==> config.mk <==
export PLATFORM = sky130hd
export DESIGN_NAME = reg_file_32x32_flat
export DESIGN_NICKNAME = d
export VERILOG_FILES = /design/src/rtl/reg_file_if.sv /design/src/rtl/reg_file_32x32.sv /design/src/flat_wrapper.sv
export SDC_FILE = /design/constraint.sdc
export NUM_CORES = 2
export LEC_CHECK = 0
export ABC_AREA = 0
export BUFFER_PORTS_ARGS = -buffer_cell sky130_fd_sc_hd__buf_2
export CORE_MARGIN = 5
export CORE_UTILIZATION = 45
export CTS_CLUSTER_SIZE = 8
export DETAILED_ROUTE_END_ITERATION = 8
export PLACE_DENSITY = 0.59
export SLEW_MARGIN = 20
export SYNTH_ARGS = -nofsm -noshare
export SYNTH_HDL_FRONTEND = slang
export SYNTH_SLANG_ARGS = --single-unit
==> constraint.sdc <==
create_clock -name clk -period 3.1 [get_ports clk]
set_input_delay 0.31 -clock clk [delete_from_list [all_inputs] [get_ports clk]]
set_output_delay 0.31 -clock clk [all_outputs]
set_load 0.05 [all_outputs]
==> src/rtl/reg_file_if.sv <==
// Register-file port bundle: one write port, two read ports and the commit counter.
// The datapath side uses master, the register file uses slave.
interface reg_file_if #(
  parameter int DATA_W = 32,
  parameter int ADDR_W = 5
);
  logic              we;
  logic [ADDR_W-1:0] wa;
  logic [DATA_W-1:0] wd;
  logic [ADDR_W-1:0] ra1;
  logic [ADDR_W-1:0] ra2;
  logic [DATA_W-1:0] rd1;
  logic [DATA_W-1:0] rd2;
  logic [15:0]       wr_cnt;

  modport master (
    output we, wa, wd, ra1, ra2,
    input  rd1, rd2, wr_cnt
  );

  modport slave (
    input  we, wa, wd, ra1, ra2,
    output rd1, rd2, wr_cnt
  );
endinterface

==> src/rtl/reg_file_32x32.sv <==
// MIPS general-purpose register file: 32 x 32-bit, two combinational read ports,
// one synchronous write port, $0 hardwired to zero, optional write->read bypass.
module reg_file_32x32 #(
  parameter int DATA_W = 32,
  parameter int ADDR_W = 5,
  parameter bit BYPASS = 1'b1
) (
  input  logic      clk,
  input  logic      rst,
  reg_file_if.slave bus
);

  localparam int DEPTH = 2 ** ADDR_W;

  logic [DATA_W-1:0] mem_q [DEPTH];
  logic [15:0]       wr_cnt_q;
  logic [15:0]       wr_cnt_d;
  logic              wr_commit;

  // A write to $0 is discarded and does not count as a committed write.
  assign wr_commit = !rst && bus.we && (bus.wa != '0);

  always_comb begin
    // NOTE: every always_comb output gets a default first so no latch is inferred.
    wr_cnt_d = wr_cnt_q;
    if (wr_commit && (wr_cnt_q != 16'hFFFF)) begin
      wr_cnt_d = wr_cnt_q + 16'd1;
    end
  end

  always_ff @(posedge clk) begin
    if (rst) begin
      // NOTE: the array is cleared on reset so every read is defined afterwards;
      // this keeps it in flops rather than a RAM macro, which is fine at 32 entries.
      for (int i = 0; i < DEPTH; i++) begin
        mem_q[i] <= '0;
      end
      wr_cnt_q <= '0;
    end else if (wr_commit) begin
      // NOTE: non-blocking assignments so all state updates see pre-edge values.
      mem_q[bus.wa] <= bus.wd;
      wr_cnt_q      <= wr_cnt_d;
    end
  end

  always_comb begin
    bus.rd1 = (bus.ra1 == '0) ? '0 : mem_q[bus.ra1];
    if (BYPASS && wr_commit && (bus.wa == bus.ra1)) begin
      bus.rd1 = bus.wd;
    end
  end

  always_comb begin
    bus.rd2 = (bus.ra2 == '0) ? '0 : mem_q[bus.ra2];
    if (BYPASS && wr_commit && (bus.wa == bus.ra2)) begin
      bus.rd2 = bus.wd;
    end
  end

  assign bus.wr_cnt = wr_cnt_q;

endmodule
==> src/flat_wrapper.sv <==
// flat-port wrapper written by rule: the top's interface ports become plain ports
module reg_file_32x32_flat 
#(
  parameter int DATA_W = 32,
  parameter int ADDR_W = 5,
  parameter bit BYPASS = 1'b1
)
  (clk, rst, bus_we, bus_wa, bus_wd, bus_ra1, bus_ra2, bus_rd1, bus_rd2, bus_wr_cnt);
  reg_file_if #(.DATA_W(DATA_W), .ADDR_W(ADDR_W)) bus_i ();
  input  logic clk;
  input  logic rst;
  input wire logic [$bits(bus_i.we)-1:0] bus_we;
  input wire logic [$bits(bus_i.wa)-1:0] bus_wa;
  input wire logic [$bits(bus_i.wd)-1:0] bus_wd;
  input wire logic [$bits(bus_i.ra1)-1:0] bus_ra1;
  input wire logic [$bits(bus_i.ra2)-1:0] bus_ra2;
  output wire logic [$bits(bus_i.rd1)-1:0] bus_rd1;
  output wire logic [$bits(bus_i.rd2)-1:0] bus_rd2;
  output wire logic [$bits(bus_i.wr_cnt)-1:0] bus_wr_cnt;
  assign bus_i.we = bus_we;
  assign bus_i.wa = bus_wa;
  assign bus_i.wd = bus_wd;
  assign bus_i.ra1 = bus_ra1;
  assign bus_i.ra2 = bus_ra2;
  assign bus_rd1 = bus_i.rd1;
  assign bus_rd2 = bus_i.rd2;
  assign bus_wr_cnt = bus_i.wr_cnt;
  reg_file_32x32 #(.DATA_W(DATA_W), .ADDR_W(ADDR_W), .BYPASS(BYPASS)) u_core (.clk(clk), .rst(rst), .bus(bus_i));
endmodule
* Word level (Yosys, flattened, before mapping)
Memory sizes are Yosys's and may differ from the RTL's.
Cells that the tools add are included.
** Operators by class
- $add $sub $neg :: 1
- Eq/ne operators :: 3
- Muxes and demuxes :: 12
- Reduce and logical (&&, ||, !) cells :: 11
** Operators with widths (number)
- $mux 32 :: 5
- $reduce_or 32->1 :: 1
- $add 16x1->16 const B :: 1
- $ne 16x16->1 const B :: 1
- $eq 5x5->1 :: 2
- $logic_not 5->1 :: 2
- $mux 1 :: 6
- $logic_and 1x1->1 :: 5
- $mux 5 :: 1
- $reduce_bool 5->1 :: 1
- $reduce_and 2->1 :: 1
- $logic_not 1->1 :: 1
** Word-level totals
- Flip-flop bits (word level) :: 16
- Memory bits (writable) :: 1024
- Bits of input ports :: 50
- Output and inout bits :: 80
- Memories :: 1
** Memory list
- u_core.mem_q :: words 32, width 32, read ports 2, clocked after memory_dff 0, wr ports 32, line reg_file_32x32.sv:15 : logic [DATA_W-1:0] mem_q [DEPTH];

* Longest topological paths before layout
- Word-level depth :: 8
- Depth in mapped cells :: 9

* Worst setup path before layout
No wires, ideal clock.
- Path kind :: input port to output port
- From :: input port bus_ra1[3]
- To :: output port bus_rd1[14]
- Data arrival time :: 2.356 ns
- Setup slack :: 0.434 ns
- Cell stages on the path :: 7
- Buffers on the path :: 4
- Path through :: buf_2 buf_2 buf_2 nor3_2 buf_2 a21oi_1 a41oi_1
** On the way
- Cells in the longest elaborated chain, start to end :: 3
** RTL lines
- from (decl) :: line flat_wrapper.sv:15 : input wire logic [$bits(bus_i.ra1)-1:0] bus_ra1;
- $mem_v2 32x32, or another cell as far along
- $mux 32 or $logic_and 1x1->1 (tied branches) :: line reg_file_32x32.sv:47, reg_file_32x32.sv:48
- $mux 32 * :: line reg_file_32x32.sv:48 : if (BYPASS && wr_commit && (bus.wa == bus.ra1)) begin
- to (decl) :: line flat_wrapper.sv:17 : output wire logic [$bits(bus_i.rd1)-1:0] bus_rd1;
Every way passes the cells marked *; elsewhere a longest branch is shown, timed or not.

==> impl_metrics.ini <==
[power_and_ir_drop]
power_density_nw_per_um2 = 557
pwr-share-comb_pct = 14.6
seqPwrFrac_pct = 45.5
clkPwrFrac_pct = 39.9
switchingPower_mw = 9.43
switching_share_pct = 25.8
vdd_ir_drop_max_mv = 0.604
power_leakage_nw = 23.7
cell_internal_pwr_mw = 27.1

[final_layout]
multi_input_area_um2 = 23800
fin_nets = 4345
ff_latch_area_um2 = 31100
drive_gt1_share_pct = 26.2
area_growth_pct = 16.7
fill_cells = 10300
fin_cells = 5959

[synth]
ys_top_cells_by_area = edfxtp_1, mux4_2, and2_1, mux2i_1, clkbuf_1
synthMostInstantiatedCell = edfxtp_1
synth_edf_count = 1024
synth_top_cell_area_share_pct = 54.6
synthFlopType = edfxtp_1
synthCells = 4072
ys_seq_area_share_pct = 55.2
ys_top_cells_by_count = edfxtp_1, and2_1, mux2i_1
synthDistinctLibCells = 56
postSynthAreaPerCell_um2 = 13.8
yosys.area.top_type = edfxtp_1
syn_area_um2 = 56300
ys.warnings.count = 0
synth-seq-cells = 1040
synth-async-reset-ratio_pct = 0

[timing]
maxSlewViolCount = 0
fin_crit_ps = 3090
hold_viol_final = 0
holdWs_ps = 79.9
rsz0062_at_grt = true
setup_tns_ps = 0
tightestPinTransition_ps = 1020
max_freq_ghz = 0.324
skew_ps = 5.87
relSlewSlack_pct = 32.0
setup_violations = 0
fin_crit_sh_pct = 99.6
worst_slack_ps = 11.6

[worst_setup_path]
cp.buffers_inverters = 1
rrSetupSlack_ps = 790
reg2reg_depth = 4
cp_max_fo = 2
end_kind = primary output
path_class = reg -> out
crit_slowest_cell = mux4_2
worst_setup_path_start_kind = flip-flop
cp_data_arrival_time_ps = 2780
reg2reg_from = u_core.bus.wr_cnt[7]
critPathMaxStageDelay_ps = 480
path_cells = mux4_2 -> a22oi_2 -> nand4_1 -> a32o_2 -> buf_2
cp_top_family = compound AO/OA/AOI/OAI gates
crit_required_ps = 2790
r2r_end = u_core.bus.wr_cnt[1]

[routing]
wirelength_mm = 199
postRouteAntennaNets = 0
first_pass_iters = 6
remaining_drc_errors = 0
routedWlPerCell_um = 33.5
drt_iter0_drc = 5045
viasPerCell = 6.45
vias = 38400

[clock_network]
numCtsBuffers = 147
htree_levels = 4
clock_sinks = 1040
cts_root_buf = clkbuf_16
clk_latency_ps = 770
cts_tree = built
clk_pin_slew_ps = 50
cts_buffer_depth = 3

[grt]
grt_max_degree = 55
grt_overflow_total = 0
grt_pass1_vias = 38600
grt_usage_pct = 29.9
grt_pass1_wl_mm = 281
grt_antenna_before_repair = 11

[place]
portBuffers = 129
dpl.cell_count = 5777
gp_congestion = 0.865
post-place-ws_ps = -42.5
hpwl_mm = 126

[die]
rows = 129
start_util_pct = 45.4
fp.dieH_um = 364
io_pins = 130
die_x_um = 364
dieArea_um2 = 132000
core_area_um2 = 124000

[worst_hold_path]
hp-start = bus_wd[31]
holdCritPathClass = in -> reg
hold_path_end = u_core.mem_q[14][31]
whs_path_depth = 2

[outcome]
status = complete, no violations

[job]
max-cap-violations = 0
[worst reg2reg max path: stages (launching register included)]
cell and delay [ps]:
dfxtp_1 420, nand4_1 210, or4_1 780, o21ai_0 410, mux2_2 370
[power by group through the flow]
stage / clock, mW / sequential (mW) / combinational [mW]
after floorplan: 0 / 16.7 / 3.00
after global placement: 0 / 16.8 / 5.19
after detailed placement: 0 / 16.9 / 5.21
after CTS: 14.8 / 16.6 / 5.25
after global routing: 15.3 / 16.7 / 5.52
final: 14.6 / 16.6 / 5.33
[metal layers]
| layer | vias up | global-route usage, % | routed length [um] |
|---|---|---|---|
| li1 | 15900 | - | - |
| met3 | 372 | 7.37 | 21000 |
| met2 | 2285 | 46.4 | 90600 |
| met1 | 19900 | 41.3 | 80500 |
| met5 | - | 0 | 28 |
| met4 | 6 | 10.8 | 7240 |
[cells by family after synthesis]
logic type | count (synthesis) | synth area share [%]
muxes | 721 | 20.2
AOI/OAI and AO/OA | 551 | 7.05
xor gates and xnor gates | 23 | 0.358
other | 1 | 0.00666
and+or+nand+nor | 1295 | 13.6
adders and majority gates | 1 | 0.0222
buffers and inverters | 440 | 3.56
DFF | 1040 | 55.2
[worst max path at each step]
stage / start / endpoint / slack, ps / cells after the start
floorplan: bus_ra1[3] / bus_rd1[14] / 430 / 7
global placement: bus_ra2[0] / bus_rd2[23] / -50 / 10
detailed placement: bus_ra2[0] / bus_rd2[31] / -40 / 10
CTS: u_core.mem_q[0][10] / bus_rd2[10] / -5 / 6
global route: u_core.mem_q[16][30] / bus_rd2[30] / -30 / 6
finish: u_core.mem_q[28][3] / bus_rd1[3] / 10 / 5
[state kept, by name (all words and copies together), names as in the netlist]
| signal | count |
|---|---|
| u_core.mem_q | 1024 |
| u_core.bus.wr_cnt | 16 |
[metrics by stage]
stage               instance area [um^2]  power, mW  utilization [%]
floorplan                          56400       19.7                -
detailed placement                 61400       22.1             49.6
global route                       65700       37.6             53.0
finish                             65700       36.6             53.0
CTS                                65500       36.6             52.8
global placement                   61400       22.0             49.6
[what timing repair did]
| action | 4_1_cts | 5_1_grt |
|---|---|---|
| gates resized for setup | 28 | 43 |
| hold buffers | 4 | 0 |
| setup endpoints to repair | 20 | 29 |
| endpoints found under the hold margin | 18 | 0 |
| pin swaps | 6 | 15 |
| setup buffers | 0 | 2 |
[final cells by class]
type                    instances  share of cell area (%)
flip-flops and latches       1040                    47.3
inverters                      20                   0.118
clock inverters                 3                  0.0400
repair buffers                462                    7.14
multi-input cells            2623                    36.3
clock buffers                 170                    5.99
diodes                          4                  0.0152
well taps                    1637                    3.12
[cells in the final DEF (no fill, tap or decap), drive strengths merged, types with 76 or more instances in the layout]
| cell | n |
|---|---|
| edfxtp | 1024 |
| and2 | 995 |
| buf | 458 |
| mux2i | 334 |
| mux4 | 324 |
| clkbuf | 170 |
| nand2 | 109 |
| a221oi | 108 |
| a21oi | 100 |
| o21ai | 82 |
| a22oi | 76 |
Power figures use the tool's default switching activity.
